$ cat config.mk
export PLATFORM = sky130hd
export DESIGN_NAME = uart_rx
export DESIGN_NICKNAME = d
export VERILOG_FILES = /design/src/rtl/uart_rx.sv
export SDC_FILE = /design/constraint.sdc
export NUM_CORES = 1
export LEC_CHECK = 0
export BUFFER_PORTS_ARGS = -buffer_cell sky130_fd_sc_hd__buf_2
export CORE_ASPECT_RATIO = 1.2
export CORE_MARGIN = 2
export CORE_UTILIZATION = 55
export CTS_CLUSTER_SIZE = 10
export DETAILED_ROUTE_END_ITERATION = 7
export GPL_ROUTABILITY_DRIVEN = 0
export PLACE_DENSITY = 0.83
export SLEW_MARGIN = 10
export SYNTH_ARGS = -nofsm -noshare
export SYNTH_HDL_FRONTEND = slang
export SYNTH_SLANG_ARGS = --single-unit
$ cat constraint.sdc
create_clock -name clk -period 4.7 [get_ports clk]
set_input_delay 0.705 -clock clk [delete_from_list [all_inputs] [get_ports clk]]
set_output_delay 0.705 -clock clk [all_outputs]
set_load 0.005 [all_outputs]
$ cat src/rtl/uart_rx.sv
// UART receiver with 16x oversampling: deserialises rx into DBIT-wide words,
// with optional parity, framing/parity error flags and a one-cycle done strobe.
module uart_rx #(
  parameter int DBIT       = 8,
  parameter int SB_TICK    = 16,
  parameter int PARITY_EN  = 0,
  parameter int PARITY_ODD = 0
) (
  input  logic            clk,
  input  logic            reset_n,
  input  logic            rx,
  input  logic            s_tick,
  output logic [DBIT-1:0] dout,
  output logic            rx_done_tick,
  output logic            frame_err,
  output logic            parity_err,
  output logic            busy
);

  localparam int SW = (SB_TICK > 16) ? $clog2(SB_TICK) : 4;
  localparam int NW = (DBIT > 1) ? $clog2(DBIT) : 1;

  typedef enum logic [2:0] {IDLE, START, DATA, PARITY, STOP} state_t;

  state_t          r_state;
  logic [SW-1:0]   r_s;
  logic [NW-1:0]   r_n;
  logic [DBIT-1:0] r_b;
  logic            r_p;
  logic            r_par_mis;
  logic            r_edge_pend;
  logic [DBIT-1:0] r_dout;
  logic            r_done;
  logic            r_frame_err;
  logic            r_parity_err;

  logic r_rx_meta;
  logic r_rx_s;
  logic r_rx_q;
  logic w_fall;

  always_ff @(posedge clk or negedge reset_n) begin
    if (!reset_n) begin
      r_rx_meta <= 1'b1;
      r_rx_s    <= 1'b1;
      r_rx_q    <= 1'b1;
    end else begin
      r_rx_meta <= rx;
      r_rx_s    <= r_rx_meta;
      r_rx_q    <= r_rx_s;
    end
  end

  assign w_fall = r_rx_q & ~r_rx_s;

  // An edge arriving on the STOP->IDLE edge is remembered so the next frame is not lost.
  always_ff @(posedge clk or negedge reset_n) begin
    if (!reset_n) begin
      r_state      <= IDLE;
      r_s          <= '0;
      r_n          <= '0;
      r_b          <= '0;
      r_p          <= 1'b0;
      r_par_mis    <= 1'b0;
      r_edge_pend  <= 1'b0;
      r_dout       <= '0;
      r_done       <= 1'b0;
      r_frame_err  <= 1'b0;
      r_parity_err <= 1'b0;
    end else begin
      r_done <= 1'b0;
      case (r_state)
        IDLE: begin
          r_edge_pend <= 1'b0;
          if (w_fall || r_edge_pend) begin
            r_state <= START;
            r_s     <= '0;
          end
        end
        START: begin
          if (s_tick) begin
            if (r_s == SW'(7)) begin
              if (!r_rx_s) begin
                r_state <= DATA;
                r_s     <= '0;
                r_n     <= '0;
                r_p     <= (PARITY_ODD != 0);
              end else begin
                r_state <= IDLE;
              end
            end else begin
              r_s <= r_s + SW'(1);
            end
          end
        end
        DATA: begin
          if (s_tick) begin
            if (r_s == SW'(15)) begin
              r_s <= '0;
              r_b <= {r_rx_s, r_b[DBIT-1:1]};
              r_p <= r_p ^ r_rx_s;
              if (r_n == NW'(DBIT - 1)) begin
                r_state <= (PARITY_EN != 0) ? PARITY : STOP;
              end else begin
                r_n <= r_n + NW'(1);
              end
            end else begin
              r_s <= r_s + SW'(1);
            end
          end
        end
        PARITY: begin
          if (s_tick) begin
            if (r_s == SW'(15)) begin
              r_par_mis <= r_p ^ r_rx_s;
              r_s       <= '0;
              r_state   <= STOP;
            end else begin
              r_s <= r_s + SW'(1);
            end
          end
        end
        STOP: begin
          if (s_tick) begin
            if (r_s == SW'(SB_TICK - 1)) begin
              r_dout       <= r_b;
              r_frame_err  <= ~r_rx_s;
              r_parity_err <= (PARITY_EN != 0) ? r_par_mis : 1'b0;
              r_done       <= 1'b1;
              r_edge_pend  <= w_fall;
              r_state      <= IDLE;
            end else begin
              r_s <= r_s + SW'(1);
            end
          end
        end
        default: r_state <= IDLE;
      endcase
    end
  end

  assign dout         = r_dout;
  assign rx_done_tick = r_done;
  assign frame_err    = r_frame_err;
  assign parity_err   = r_parity_err;
  assign busy         = (r_state != IDLE);

endmodule
==> results.py, run 1 <==
metrics = {
    "finish": {
        "drive_above_1_share": 0.227,
        "fillCellCount": 211,
        "stdcell_count": 183,
        "num-nets-final": 156,
        "num_antenna_cells": 0,
        "utilization": 0.648,
        "area_delta_synth_final_pct": 11.9,
    },
    "setup_path": {
        "critPathCaptureType": "output pin",
        "r2r_setup_slack_ns": 2.73,
        "crit_path_end": "busy",
        "rr_startpoint": "r_s[0]",
        "startpoint_type": "flip-flop",
        "r2r-end": "dout[1]",
        "path_cells": "or3_1 > buf_2",
        "critPathRequiredTime_ns": 3.99,
        "crit_start": "r_state[1]",
        "path_max_fanout": 15,
        "reg2reg_depth": 6,
        "critPathSlowestCell": "dfrtp_1",
        "crit_arrival_ns": 1.56,
        "slowest_delay_ns": 0.57,
        "path_class": "flip-flop to output pin",
    },
    "placed_design": {
        "place_inst": 175,
        "placement.io_buffers": 14,
        "pre_cts_slack_ns": 2.64,
        "place_hpwl_um": 1790,
    },
    "sta": {
        "setup_violations": 0,
        "fin_skew_ns": 0.00462,
        "finalCritPeriodShare": 0.482,
        "max_clock_freq_ghz": 0.441,
        "setup_tns_ns": 0,
        "holdWs_ns": 0.363,
        "hold_viol": 0,
        "relSlewSlack": 0.547,
        "min_period_ns": 2.27,
        "finalWorstSetupSlack_ns": 2.43,
        "tightest_slew_ns": 0.680,
        "rsz0062_at_grt": "false",
        "maxSlewViolCount": 0,
    },
    "logic_synthesis": {
        "ys_ff_latch": 32,
        "synth.yosys.seq_area_share": 0.544,
        "synth_ff_type": "dfrtp_1",
        "synth_top_area_frac": 0.491,
        "synth_edf_count": 0,
        "synth.area.top_cells": "dfrtp_1 49%, nand2_1 7.9%, mux2_1 6.1%",
        "synth_area_um2": 1480,
        "ys_async_sr_fraction": 1.00,
        "synth_common_cells": "31 x nand2_1, 29 x dfrtp_1, 8 x mux2_1",
        "synth.most_common_cell": "nand2_1",
        "yosysWarnings": 0,
        "syn_avg_cell_area_um2": 11.1,
        "synth_cell_type_count": 42,
        "synth_fp_nets": 140,
        "synth_cells": 133,
        "synth_top_area_cell": "dfrtp_1",
    },
    "drt": {
        "drt_wl_total_um": 2590,
        "firstDrtPassIters": 4,
        "drtAntennaViolNets": 0,
        "vias_per_cell": 5.52,
        "drc_errors": 0,
        "drt_iter0_markers": 19,
        "wl_per_cell_um": 14.2,
        "num_vias": 1010,
    },
    "cts": {
        "cts_resized": 0,
        "numClockSinks": 32,
        "cts_max_path_buffers": 2,
        "path_clk_slew_ns": 0.10,
        "ctsHtreeMaxLevel": 2,
        "root_buffer": "clkbuf_4",
        "clkLatencyLatePin_ns": 0.34,
        "cts_hold_buf": 0,
        "cts_setup_buffers": 0,
        "cts_tree": "done",
        "cts_buffers": 5,
    },
    "run_status": {
        "status": "finished, final reports clean",
    },
    "floorplanning": {
        "die_y_um": 60.8,
        "io_pins": 16,
        "fp.dieArea_um2": 3120,
        "initial_utilization": 0.579,
        "core_um2": 2550,
        "row_count": 20,
        "die_x_um": 51.3,
    },
    "grt": {
        "grt_max_degree": 33,
        "antenna_found_initial": 0,
        "grt_usage": 0.210,
        "grt_overflow": 0,
        "grt_pass1_vias": 1010,
        "grt_pass1_wl_um": 4580,
    },
    "power": {
        "vdd_drop_max_v": 0.000334,
        "powerDensity_nw_per_um2": 434,
        "static-leakage-power_nw": 0.857,
    },
    "run": {
        "max-cap-violations": 0,
    },
    "min_path": {
        "min_path_type": "flip-flop to flip-flop",
    },
}
==> final cells by class <==
class	instances	area, um^2	share of cell area
clock buffers	7	65.1	0.0394
flip-flops and latches	32	805	0.487
inverters	4	15.0	0.00908
multi-input cells	92	627	0.379
clock inverters	1	30.0	0.0182
well taps	33	41.3	0.0250
repair buffers	14	70.1	0.0424
==> report_power, final <==
part	switching (mW)	leakage [nW]	total [mW]	internal [mW]
sequential	0.0543	0.428	0.354	0.300
combinational	0.0694	0.378	0.127	0.0578
clock	0.0951	0.0515	0.236	0.141
==> stage by stage <==
stage                     power (mW)  instance area (um^2)
final                          0.718                  1650
after global routing           0.758                  1650
after CTS                      0.724                  1650
after detailed placement       0.487                  1560
after global placement         0.475                  1560
after floorplan                0.458                  1480
==> critical path, delay by kind of cell (launching register included) <==
kind / cells / cell delay (ns)
flops: 1 / 0.57
buf+inv: 1 / 0.16
simple gates: 1 / 0.50
==> per-layer routing <==
metal  GRT usage  vias to the layer above  routed length, um
li1            -                      491                  -
met1       0.239                      489               1110
met2       0.341                       26               1330
met3      0.0837                        4                111
met4       0.120                        0                 47
met5           0                        -                  0
==> worst min-delay path by stage <==
stage              start     end  slack, ns  cells after the start
3_3_place_gp   r_rx_meta  r_rx_s       0.35                      0
4_1_cts        r_rx_meta  r_rx_s       0.37                      0
2_1_floorplan  r_rx_meta  r_rx_s       0.35                      0
6_report       r_rx_meta  r_rx_s       0.36                      0
5_1_grt        r_rx_meta  r_rx_s       0.37                      0
3_5_place_dp   r_rx_meta  r_rx_s       0.35                      0
==> registers in the layout, summed over array words and instances (netlist names) <==
name          count
dout              8
r_b               8
rx_done_tick      1
r_n               3
r_edge_pend       1
r_s               4
r_rx_q            1
r_rx_s            1
r_rx_meta         1
frame_err         1
r_state           3
==> kinds of logic after synthesis <==
family | after synthesis | share of synthesized area
compound gates | 18 | 0.0788
xor+xnor | 1 | 0.00593
fa+ha+maj | 3 | 0.0254
buf+inv | 9 | 0.0313
flops | 32 | 0.544
mux | 10 | 0.0779
other cells | 1 | 0.00254
simple gates | 59 | 0.234
==> layout by cell type (no fill, tap or decap), drive strengths merged, types with 3 or more instances in the layout <==
cell type  synthesis  layout
nand3              6       6
clkbuf             2       7
nand2             31      31
buf                3      14
dfrtp             29      29
mux2               9       9
a22o               3       3
nor2               5       5
nor3               3       3
o21ai              7       7
ha                 3       3
dfstp              3       3
inv                3       3
Note: power is estimated with default switching activity, not from simulation.
==> inputs of run 2 (changes only) <==
- clock period: 4.7 -> 2.35 ns (I/O delays scaled with it)
==> run 2 against run 1 <==
Effect of this change:
- sequential cell count did not move
- power grew 79%
- core utilization fell by 1.1 points
- clock power is 38% higher
- worst setup slack lost 2.0 ns
- non-clock buffer count grew 1
- critical path depth up 3
- design area down 1.7%
- first-iteration DRC count rose by 42%
- via count fell by 0.30%
- clock skew up 0.0012 ns
- global-route usage fell by 0.64 points
- largest cell class unchanged
==> results.py, run 2 (synthesized netlist as in run 1, its figures left out) <==
metrics = {
    "run_status": {
        "status": "finished, final reports clean",
    },
    "sta": {
        "min_period_ns": 1.91,
        "finalCritPeriodShare": 0.811,
        "holdWs_ns": 0.0647,
        "setup_tns_ns": 0,
        "rsz0062_at_grt": "false",
        "fin_skew_ns": 0.00583,
        "relSlewSlack": 0.535,
        "hold_viol": 0,
        "tightest_slew_ns": 0.697,
        "setup_violations": 0,
        "max_clock_freq_ghz": 0.525,
        "maxSlewViolCount": 0,
    },
    "setup_path": {
        "path_max_fanout": 8,
        "slowest_delay_ns": 0.41,
        "path_cells": "ha_1 > and4_1 > nand3b_2 > nor2_4 > mux2_1",
        "cpLargestDelayFamily": "simple AND/OR/NAND/NOR gates",
        "critPathSlowestCell": "dfrtp_1",
        "path_class": "flip-flop to flip-flop",
        "startpoint_type": "flip-flop",
        "critPathCaptureType": "flip-flop",
        "critPathRequiredTime_ns": 2.55,
        "crit_arrival_ns": 2.11,
        "critPathBufInv": 0,
    },
    "cts": {
        "numClockSinks": 32,
        "path_clk_slew_ns": 0.10,
        "cts_max_path_buffers": 2,
        "cts_setup_buffers": 0,
        "ctsHtreeMaxLevel": 2,
        "cts_buffers": 5,
        "cts_hold_buf": 0,
        "cts_tree": "done",
        "clkLatencyLatePin_ns": 0.32,
        "root_buffer": "clkbuf_4",
        "cts_resized": 0,
    },
    "finish": {
        "num_antenna_cells": 0,
        "area_delta_synth_final_pct": 9.91,
        "layout_commonest_cell": "nand2_1",
        "final_cell_mix": "31 x nand2_1, 29 x dfrtp_1, 14 x buf_2, 8 x mux2_1",
        "utilization": 0.636,
        "fin_area_um2": 1620,
        "drive_above_1_share": 0.219,
        "num-nets-final": 157,
    },
    "floorplanning": {
        "initial_utilization": 0.579,
        "row_count": 20,
        "die_y_um": 60.8,
        "die_x_um": 51.3,
        "io_pins": 16,
        "core_um2": 2550,
        "fp.dieArea_um2": 3120,
    },
    "grt": {
        "grt_max_degree": 33,
        "antenna_found_initial": 0,
        "grt_usage": 0.204,
        "grt_pass1_wl_um": 4490,
        "grt_overflow": 0,
        "grt_pass1_vias": 985,
    },
    "run": {
        "max-cap-violations": 0,
    },
    "power": {
        "powerDensity_nw_per_um2": 792,
        "static-leakage-power_nw": 0.842,
        "p_total_mw": 1.29,
        "vdd_drop_max_v": 0.000640,
    },
    "drt": {
        "drtAntennaViolNets": 0,
        "drt_iter0_markers": 27,
        "drt_wl_total_um": 2560,
        "drc_errors": 0,
        "num_vias": 1007,
        "firstDrtPassIters": 4,
        "vias_per_cell": 5.47,
        "wl_per_cell_um": 13.9,
    },
    "placed_design": {
        "place_hpwl_um": 1810,
        "placed_cell_area_um2": 1570,
        "placement.io_buffers": 14,
    },
    "min_path": {
        "min_path_type": "input pin to async pin",
    },
}
[run 2: layer usage]
| layer | track usage | share of wire | up-vias |
|---|---|---|---|
| li1 | - | - | 493 |
| met1 | 0.244 | 0.43 | 485 |
| met2 | 0.341 | 0.52 | 27 |
| met3 | 0.0665 | 0.043 | 2 |
| met4 | 0.0902 | 0.0094 | 0 |
| met5 | 0 | 0 | - |
[run 2: worst paths after layout]
check                            endpoint  cells past startpoint       from  slack, ns
worst max-delay path               r_b[2]                      5     r_s[0]       0.44
worst min-delay path              dout[5]                      1    reset_n       0.06
worst max register to register     r_b[2]                      5     r_s[0]       0.44
worst min register to register     r_rx_s                      0  r_rx_meta       0.36
max in group asynchronous          r_n[1]                      1    reset_n       1.84
min in group clk                r_rx_meta                      1         rx       0.12
[run 2: where the power goes]
| part | switching [mW] | leakage (nW) | internal [mW] |
|---|---|---|---|
| clock network | 0.177 | 0.0326 | 0.148 |
| logic | 0.140 | 0.382 | 0.115 |
| registers | 0.105 | 0.428 | 0.600 |
[run 2: area by class of cell]
| cell class | count | area (um^2) |
|---|---|---|
| well taps | 33 | 41.3 |
| multi-input cells | 92 | 627 |
| fillers | 221 | 928 |
| inverters | 4 | 15.0 |
| flip-flops and latches | 32 | 805 |
| repair buffers | 15 | 77.6 |
| clock buffers | 8 | 58.8 |
[run 2: stage by stage]
stage,setup WS [ns],std cells
5_1_grt,0.270,184
3_3_place_gp,0.545,176
4_1_cts,0.445,184
6_report,0.444,184
2_1_floorplan,0.643,133
3_5_place_dp,0.467,176
